**config.mk**
```make
export PLATFORM = sky130hd
export DESIGN_NAME = trap_ctrl_flat
export DESIGN_NICKNAME = d
export VERILOG_FILES = /design/src/rtl/trap_ctrl_pkg.sv /design/src/rtl/trap_ctrl_if.sv /design/src/rtl/trap_ctrl.sv /design/src/flat_wrapper.sv
export SDC_FILE = /design/constraint.sdc
export NUM_CORES = 1
export LEC_CHECK = 0
export CAP_MARGIN = 40
export CORE_MARGIN = 5
export CORE_UTILIZATION = 34
export CTS_CLUSTER_SIZE = 28
export DETAILED_ROUTE_END_ITERATION = 6
export PLACE_DENSITY = 0.93
export SYNTH_ARGS = -nofsm -noshare
export SYNTH_HDL_FRONTEND = slang
export SYNTH_SLANG_ARGS = --single-unit
```
**constraint.sdc**
```tcl
create_clock -name clk_i -period 2.2 [get_ports clk_i]
set_input_delay 0.22 -clock clk_i [delete_from_list [all_inputs] [get_ports clk_i]]
set_output_delay 0.22 -clock clk_i [all_outputs]
set_load 0.1 [all_outputs]
```
**src/rtl/trap_ctrl_pkg.sv**
```systemverilog
// Shared types and constants for the trap sequencer.
package trap_ctrl_pkg;

  // Exception codes (mcause[4:0]) that the pipeline can raise at write-back.
  typedef enum logic [4:0] {
    INSTR_MISALIGNED = 5'd0,
    ILLEGAL_INSTR    = 5'd2,
    BREAKPOINT       = 5'd3,
    LOAD_MISALIGNED  = 5'd4,
    STORE_MISALIGNED = 5'd6,
    ECALL_M          = 5'd11
  } exc_cause_e;

  // Sequencer phases.
  typedef enum logic [1:0] {
    IDLE     = 2'd0,
    FLUSH    = 2'd1,
    REDIRECT = 2'd2
  } trap_state_e;

  // What started the current sequence: decides where the redirect goes.
  typedef enum logic {
    TRAP = 1'b0,
    MRET = 1'b1
  } trap_kind_e;

  // Two cycles cover an mtvec write plus the registered handler address.
  localparam int TRAP_FLUSH_CYCLES_DEFAULT = 2;

  // Fetch targets are word aligned.
  function automatic logic [31:0] align_word(input logic [31:0] addr);
    return addr & ~32'h0000_0003;
  endfunction

endpackage

```
**src/rtl/trap_ctrl_if.sv**
```systemverilog
// Write-back, CSR and fetch-redirect signals seen by the trap sequencer.
// TRAP_CTRL_DOUBLE_FAULT_EN adds the sticky double_fault_o flag.
interface trap_ctrl_if;
  import trap_ctrl_pkg::*;

  logic        wb_valid_i;
  logic        wb_exc_valid_i;
  exc_cause_e  wb_exc_cause_i;
  logic [31:0] wb_pc_i;
  logic        wb_mret_i;
  logic [31:0] trap_handler_addr_i;
  logic [31:0] csr_mepc_i;
  logic        fetch_ready_i;

  logic        trap_valid_o;
  logic [31:0] trap_pc_o;
  logic [31:0] trap_mcause_o;
  logic        flush_o;
  logic        stall_o;
  logic        redirect_valid_o;
  logic [31:0] redirect_pc_o;
`ifdef TRAP_CTRL_DOUBLE_FAULT_EN
  logic        double_fault_o;
`endif

  // Pipeline / CSR file / fetch side: drives events, consumes the redirect.
  modport master (
    output wb_valid_i, wb_exc_valid_i, wb_exc_cause_i, wb_pc_i, wb_mret_i,
    output trap_handler_addr_i, csr_mepc_i, fetch_ready_i,
    input  trap_valid_o, trap_pc_o, trap_mcause_o, flush_o, stall_o,
    input  redirect_valid_o, redirect_pc_o
`ifdef TRAP_CTRL_DOUBLE_FAULT_EN
    , input double_fault_o
`endif
  );

  // Trap sequencer side.
  modport slave (
    input  wb_valid_i, wb_exc_valid_i, wb_exc_cause_i, wb_pc_i, wb_mret_i,
    input  trap_handler_addr_i, csr_mepc_i, fetch_ready_i,
    output trap_valid_o, trap_pc_o, trap_mcause_o, flush_o, stall_o,
    output redirect_valid_o, redirect_pc_o
`ifdef TRAP_CTRL_DOUBLE_FAULT_EN
    , output double_fault_o
`endif
  );

endinterface

```
**src/rtl/trap_ctrl.sv**
```systemverilog
// Trap sequencer: commits a trap to the CSR file at write-back, flushes the
// pipeline until the registered handler address is settled, then issues one
// fetch redirect (handler for traps, mepc for MRET).
// Optional macro TRAP_CTRL_DOUBLE_FAULT_EN adds a sticky double-fault flag.
module trap_ctrl
  import trap_ctrl_pkg::*;
#(
  parameter int FLUSH_CYCLES = TRAP_FLUSH_CYCLES_DEFAULT,  // >= 2
  parameter int CNT_W        = 3                          // 2**CNT_W > FLUSH_CYCLES
) (
  input logic        clk_i,
  input logic        rst_ni,
  trap_ctrl_if.slave bus
);

  localparam logic [1:0] ST_IDLE     = 2'(IDLE);
  localparam logic [1:0] ST_FLUSH    = 2'(FLUSH);
  localparam logic [1:0] ST_REDIRECT = 2'(REDIRECT);
  localparam logic [CNT_W-1:0] CNT_LOAD = CNT_W'(FLUSH_CYCLES - 1);

  logic [1:0]       state_reg, state_next;
  logic [CNT_W-1:0] cnt_reg, cnt_next;
  trap_kind_e       kind_reg, kind_next;
  logic [31:0]      target_reg, target_next;

  logic idle;
  logic trap_ev;
  logic mret_ev;
  logic handshake;

  // Events only count in IDLE; gating with rst_ni keeps the combinational
  // outputs at zero while reset is held.
  assign idle      = (state_reg == ST_IDLE);
  assign trap_ev   = rst_ni & idle & bus.wb_valid_i & bus.wb_exc_valid_i;
  assign mret_ev   = rst_ni & idle & bus.wb_valid_i & bus.wb_mret_i & ~bus.wb_exc_valid_i;
  assign handshake = (state_reg == ST_REDIRECT) & bus.fetch_ready_i;

  // Next-state, flush counter and redirect target selection.
  always_comb begin
    state_next  = state_reg;
    cnt_next    = cnt_reg;
    kind_next   = kind_reg;
    target_next = target_reg;
    case (state_reg)
      ST_IDLE: begin
        if (trap_ev) begin
          state_next = ST_FLUSH;
          cnt_next   = CNT_LOAD;
          kind_next  = TRAP;
        end else if (mret_ev) begin
          state_next  = ST_FLUSH;
          cnt_next    = CNT_LOAD;
          kind_next   = MRET;
          target_next = align_word(bus.csr_mepc_i);
        end
      end
      ST_FLUSH: begin
        if (cnt_reg == '0) begin
          state_next = ST_REDIRECT;
          // Sample the handler address as late as possible so a preceding
          // mtvec write has propagated through the CSR file.
          if (kind_reg == TRAP) begin
            target_next = align_word(bus.trap_handler_addr_i);
          end
        end else begin
          cnt_next = cnt_reg - 1'b1;
        end
      end
      ST_REDIRECT: begin
        if (bus.fetch_ready_i) begin
          state_next = ST_IDLE;
        end
      end
      default: begin
        state_next = ST_IDLE;
      end
    endcase
  end

  // Sequencer state registers; reset abandons any sequence in flight.
  always_ff @(posedge clk_i or negedge rst_ni) begin
    if (!rst_ni) begin
      state_reg  <= ST_IDLE;
      cnt_reg    <= '0;
      kind_reg   <= TRAP;
      target_reg <= '0;
    end else begin
      state_reg  <= state_next;
      cnt_reg    <= cnt_next;
      kind_reg   <= kind_next;
      target_reg <= target_next;
    end
  end

  assign bus.trap_valid_o     = trap_ev;
  assign bus.trap_pc_o        = trap_ev ? bus.wb_pc_i : 32'd0;
  assign bus.trap_mcause_o    = trap_ev ? {27'd0, 5'(bus.wb_exc_cause_i)} : 32'd0;
  assign bus.flush_o          = trap_ev | mret_ev | (state_reg == ST_FLUSH);
  assign bus.stall_o          = (state_reg == ST_FLUSH) | (state_reg == ST_REDIRECT);
  assign bus.redirect_valid_o = (state_reg == ST_REDIRECT);
  assign bus.redirect_pc_o    = (state_reg == ST_REDIRECT) ? target_reg : 32'd0;

`ifdef TRAP_CTRL_DOUBLE_FAULT_EN
  logic in_handler_reg;
  logic double_fault_reg;

  // Track handler residency and flag a trap taken while already inside one.
  always_ff @(posedge clk_i or negedge rst_ni) begin
    if (!rst_ni) begin
      in_handler_reg   <= 1'b0;
      double_fault_reg <= 1'b0;
    end else begin
      if (handshake && kind_reg == TRAP) begin
        in_handler_reg <= 1'b1;
      end else if (handshake && kind_reg == MRET) begin
        in_handler_reg <= 1'b0;
      end
      if (trap_ev && in_handler_reg) begin
        double_fault_reg <= 1'b1;
      end
    end
  end

  assign bus.double_fault_o = double_fault_reg;
`else
  logic unused_handshake;
  assign unused_handshake = handshake;
`endif

  // The pipeline is flushed while busy, so no instruction may reach WB.
  property p_no_wb_while_busy;
    @(posedge clk_i) disable iff (!rst_ni) (state_reg != ST_IDLE) |-> !bus.wb_valid_i;
  endproperty
  a_no_wb_while_busy: assert property (p_no_wb_while_busy);

endmodule
```
**src/flat_wrapper.sv**
```systemverilog
// flat-port wrapper written by rule: the top's interface ports become plain ports
module trap_ctrl_flat import trap_ctrl_pkg::*;
#(
  parameter int FLUSH_CYCLES = TRAP_FLUSH_CYCLES_DEFAULT,         
  parameter int CNT_W        = 3                                                    
)
  (clk_i, rst_ni, bus_wb_valid_i, bus_wb_exc_valid_i, bus_wb_exc_cause_i, bus_wb_pc_i, bus_wb_mret_i, bus_trap_handler_addr_i, bus_csr_mepc_i, bus_fetch_ready_i, bus_trap_valid_o, bus_trap_pc_o, bus_trap_mcause_o, bus_flush_o, bus_stall_o, bus_redirect_valid_o, bus_redirect_pc_o);
  trap_ctrl_if bus_i ();
  input logic clk_i;
  input logic rst_ni;
  input wire logic [$bits(bus_i.wb_valid_i)-1:0] bus_wb_valid_i;
  input wire logic [$bits(bus_i.wb_exc_valid_i)-1:0] bus_wb_exc_valid_i;
  input wire logic [$bits(bus_i.wb_exc_cause_i)-1:0] bus_wb_exc_cause_i;
  input wire logic [$bits(bus_i.wb_pc_i)-1:0] bus_wb_pc_i;
  input wire logic [$bits(bus_i.wb_mret_i)-1:0] bus_wb_mret_i;
  input wire logic [$bits(bus_i.trap_handler_addr_i)-1:0] bus_trap_handler_addr_i;
  input wire logic [$bits(bus_i.csr_mepc_i)-1:0] bus_csr_mepc_i;
  input wire logic [$bits(bus_i.fetch_ready_i)-1:0] bus_fetch_ready_i;
  output wire logic [$bits(bus_i.trap_valid_o)-1:0] bus_trap_valid_o;
  output wire logic [$bits(bus_i.trap_pc_o)-1:0] bus_trap_pc_o;
  output wire logic [$bits(bus_i.trap_mcause_o)-1:0] bus_trap_mcause_o;
  output wire logic [$bits(bus_i.flush_o)-1:0] bus_flush_o;
  output wire logic [$bits(bus_i.stall_o)-1:0] bus_stall_o;
  output wire logic [$bits(bus_i.redirect_valid_o)-1:0] bus_redirect_valid_o;
  output wire logic [$bits(bus_i.redirect_pc_o)-1:0] bus_redirect_pc_o;
  assign bus_i.wb_valid_i = bus_wb_valid_i;
  assign bus_i.wb_exc_valid_i = bus_wb_exc_valid_i;
  assign bus_i.wb_exc_cause_i = bus_wb_exc_cause_i;
  assign bus_i.wb_pc_i = bus_wb_pc_i;
  assign bus_i.wb_mret_i = bus_wb_mret_i;
  assign bus_i.trap_handler_addr_i = bus_trap_handler_addr_i;
  assign bus_i.csr_mepc_i = bus_csr_mepc_i;
  assign bus_i.fetch_ready_i = bus_fetch_ready_i;
  assign bus_trap_valid_o = bus_i.trap_valid_o;
  assign bus_trap_pc_o = bus_i.trap_pc_o;
  assign bus_trap_mcause_o = bus_i.trap_mcause_o;
  assign bus_flush_o = bus_i.flush_o;
  assign bus_stall_o = bus_i.stall_o;
  assign bus_redirect_valid_o = bus_i.redirect_valid_o;
  assign bus_redirect_pc_o = bus_i.redirect_pc_o;
  trap_ctrl #(.FLUSH_CYCLES(FLUSH_CYCLES), .CNT_W(CNT_W)) u_core (.clk_i(clk_i), .rst_ni(rst_ni), .bus(bus_i));
endmodule
```
==> metrics.md <==
| Metric | Value |
|---|---|
| Routed Wire Length | `slightly below 9000 um` |
| TritonCTS Buffers | `5` |
| Via count | `2465` |
| NumNets Final | `536` |
| Count of input and output buffers | `173` |
| Synthesized cell area | `0.002663 mm^2` |
| Clock Tree Buf Depth | `2` |
| Crit-path cells | `inv_1, ha_1, and4_1, buf_12, and2_1, buf_12` |
| Die height | `98.50 um` |
| Crit-path max cell delay | `around 390 ps` |
| Vias per inst | `4.686` |
| Worst EP required | `slightly below 2000 ps` |
| Slowest-stage cell, CP | `dfrtp_1` |
| GP Congestion | `0.7365` |
| Crit path capture type | `output pin` |
| Worst r2r dst | `u_core.target_reg[9]$_DFFE_PN0P_` |
| Drt first pass iters | `4` |
| Slack of the worst reg-to-reg path | `330 ps` |
| Clk_lat worst skew | `280 ps` |
| Fin crit share | `0.9364` |
| Cells after synthesis | `256` |
| Avg Synthesized Cell Area | `10.40 um^2` |
| DR WL/cell | `16.87 um` |
| Initial antenna violation count | `0` |
| CORE AREA | `0.007687 mm^2` |
| Die Area | `0.009701 mm^2` |
| Max-cap violations | `0` |
| Worst hold-check path type | `primary input to async pin` |
| Fin Hold WS | `72.81 ps` |
| Crit start category | `register` |
| Post-route ant nets | `0` |
| Dpl ws | `295.6 ps` |
| Launch point of the worst reg-to-reg path | `u_core.state_reg[1]$_DFFE_PN0P_` |
| Initial DRC count | `63` |
| Status | `complete, no violations` |
| Arr. time, crit path | `1840 ps` |
| Commonest non-fill, non-tap cell in the layout | `clkdlybuf4s50_1` |
| Distinct cells, synth | `36` |
| CP Max Fanout | `39` |
| Htree depth | `2` |
| Post-synthesis sequential area ratio | `0.3383` |
| R2R depth | `6` |
| Initial Util | `0.3464` |
| Max reg flops | `30` |
| Io pins | `roughly 210` |
| P per Cell Area | `about 1100 mW/mm^2` |
| Total GRT Usage | `0.1815` |
| Final setup fails | `0` |
| Commonest cells after routing, fill and taps aside | `clkdlybuf4s50_1, buf_12, mux2_2` |
| Final min period | `between 2000 and 2500 ps` |
| Smallest setup slack after layout | `140.0 ps` |
| LEAKAGE | `0.002165 uW` |
| Clock Tree Root | `clkbuf_8` |
| Ant diodes | `0` |
| Clock edge transition at the registers on the reported setup and hold paths | `~80 ps` |
| Top cell by count, worst path | `buf_12` |
| Cts hold-fix bufs | `0` |
| Die width | `98.50 um` |
| VDD IR max | `707.4 uV` |
| Post_cts resized | `0` |
| Worst path bufs/invs | `3` |
| Dpl cell area | `approximately 0.0051 mm^2` |
| CTS tree | `built` |
| Worst setup path class | `register to output pin` |
| Yosys Warn Count | `0` |
| Area Growth Syn to Fin | `96.05%` |
| Vias in the first global route | `roughly 2800` |
| Crit path max-delay family | `buffers and inverters` |
| Final Max Slew Viols | `0` |
| Layout cells sized above 1 | `0.4363` |
| CTS Sinks | `36` |
| Site Rows | `32` |
| Pin count of the biggest net entering global routing | `40` |
| Detailed placement HPWL | `between 7000 and 8000 um` |
| Slew Limit Headroom | `0.6244` |
| Yosys reg bits | `36` |
| GRT Residual Overflow | `0` |
| Worst Skew | `8.210 ps` |
| Post-CTS Setup Inserts | `0` |
| RSZ-0062 raised after global routing | `false` |
| Fmax achieved | `0.4854 GHz` |
| Tightest Pin Transition | `563.4 ps` |
| Number of remaining DRC errors | `0` |
| Design Area, Final | `about 0.0052 mm^2` |
| First-pass GRT wire length | `14080 um` |
| Final hold violations | `0` |
==> cells in the mapped netlist, drive strengths merged <==
cell type,instances,area share
o211a,1,0.0038
o211ai,3,0.0085
a41oi,1,0.0033
nand3,3,0.0056
a21oi,2,0.0038
a221oi,1,0.0033
o2111ai,1,0.0033
nor2b,3,0.0070
o21ai,1,0.0019
buf,39,0.11
inv,6,0.0085
a211o,1,0.0033
and4,1,0.0033
clkbuf,6,0.0089
nand2,1,0.0014
mux2i,1,0.0038
dfrtp,36,0.34
and4b,1,0.0038
nand2b,3,0.0070
nand4b,1,0.0033
nor2,2,0.0028
nand3b,1,0.0028
ha,5,0.023
a31oi,2,0.0047
conb,1,0.0014
a22oi,2,0.011
mux2,60,0.25
nor3b,1,0.0028
o221ai,1,0.0033
and2,67,0.16
nand4bb,1,0.0042
a211oi,1,0.0028
==> cell type report <==
type	instances	area [um^2]
Clock buffer	6	72.57
Multi-Input combinational cell	197	1592
Clock inverter	1	5.005
Timing Repair Buffer	178	2500
Inverter	6	22.52
Sequential cell	36	900.9
Tap cell	102	127.6
Fill cell	544	2467
==> per-stage QoR <==
step	util	TNS [ps]	power [uW]	std cells
2_1_floorplan	-	-152.7	4229	284
3_3_place_gp	0.6689	0	5443	519
3_5_place_dp	0.6689	0	5588	519
4_1_cts	0.6790	0	6053	526
5_1_grt	0.6790	0	6299	526
6_report	0.6790	0	5995	526
==> report_power, final <==
group / switching [uW] / leakage [uW] / total [uW] / internal (uW)
combinational: 2610 / 0.00170 / 4380 / 1770
clock: 233 / 0.0000410 / 449 / 216
sequential: 165 / 0.000423 / 1170 / 1000
total: 3010 / 0.00217 / 5990 / 2990
==> logic make-up after synthesis <==
kind of cell,synth area share
AOI/OAI and AO/OA,0.05263
and+or+nand+nor,0.2016
muxes,0.2575
buffers and inverters,0.1250
adders and majority gates,0.02350
other,0.001408
DFF,0.3383
==> per-layer routing <==
| layer | up-vias | track usage | share of wire |
|---|---|---|---|
| li1 | 1144 | - | - |
| met1 | 1162 | 0.1725 | 0.33 |
| met2 | 142 | 0.3505 | 0.54 |
| met3 | 17 | 0.06228 | 0.10 |
| met4 | 0 | 0.07563 | 0.031 |
| met5 | - | 0 | 0 |
==> how the worst max path moves through the flow <==
stage                                    startpoint                                 to  slack, ps  cells after the start
floorplan           u_core.state_reg[0]$_DFFE_PN0P_                  bus_trap_pc_o[23]        -20                      5
global placement                 bus_wb_exc_valid_i  u_core.target_reg[31]$_DFFE_PN0P_        340                      5
detailed placement               bus_wb_exc_valid_i  u_core.target_reg[22]$_DFFE_PN0P_        300                      5
CTS                 u_core.state_reg[0]$_DFFE_PN0P_                   bus_trap_pc_o[0]        120                      6
global route        u_core.state_reg[0]$_DFFE_PN0P_              bus_redirect_pc_o[19]          4                      4
finish              u_core.state_reg[1]$_DFFE_PN0P_                   bus_trap_pc_o[0]        140                      6
Power figures use the tool's default switching activity.
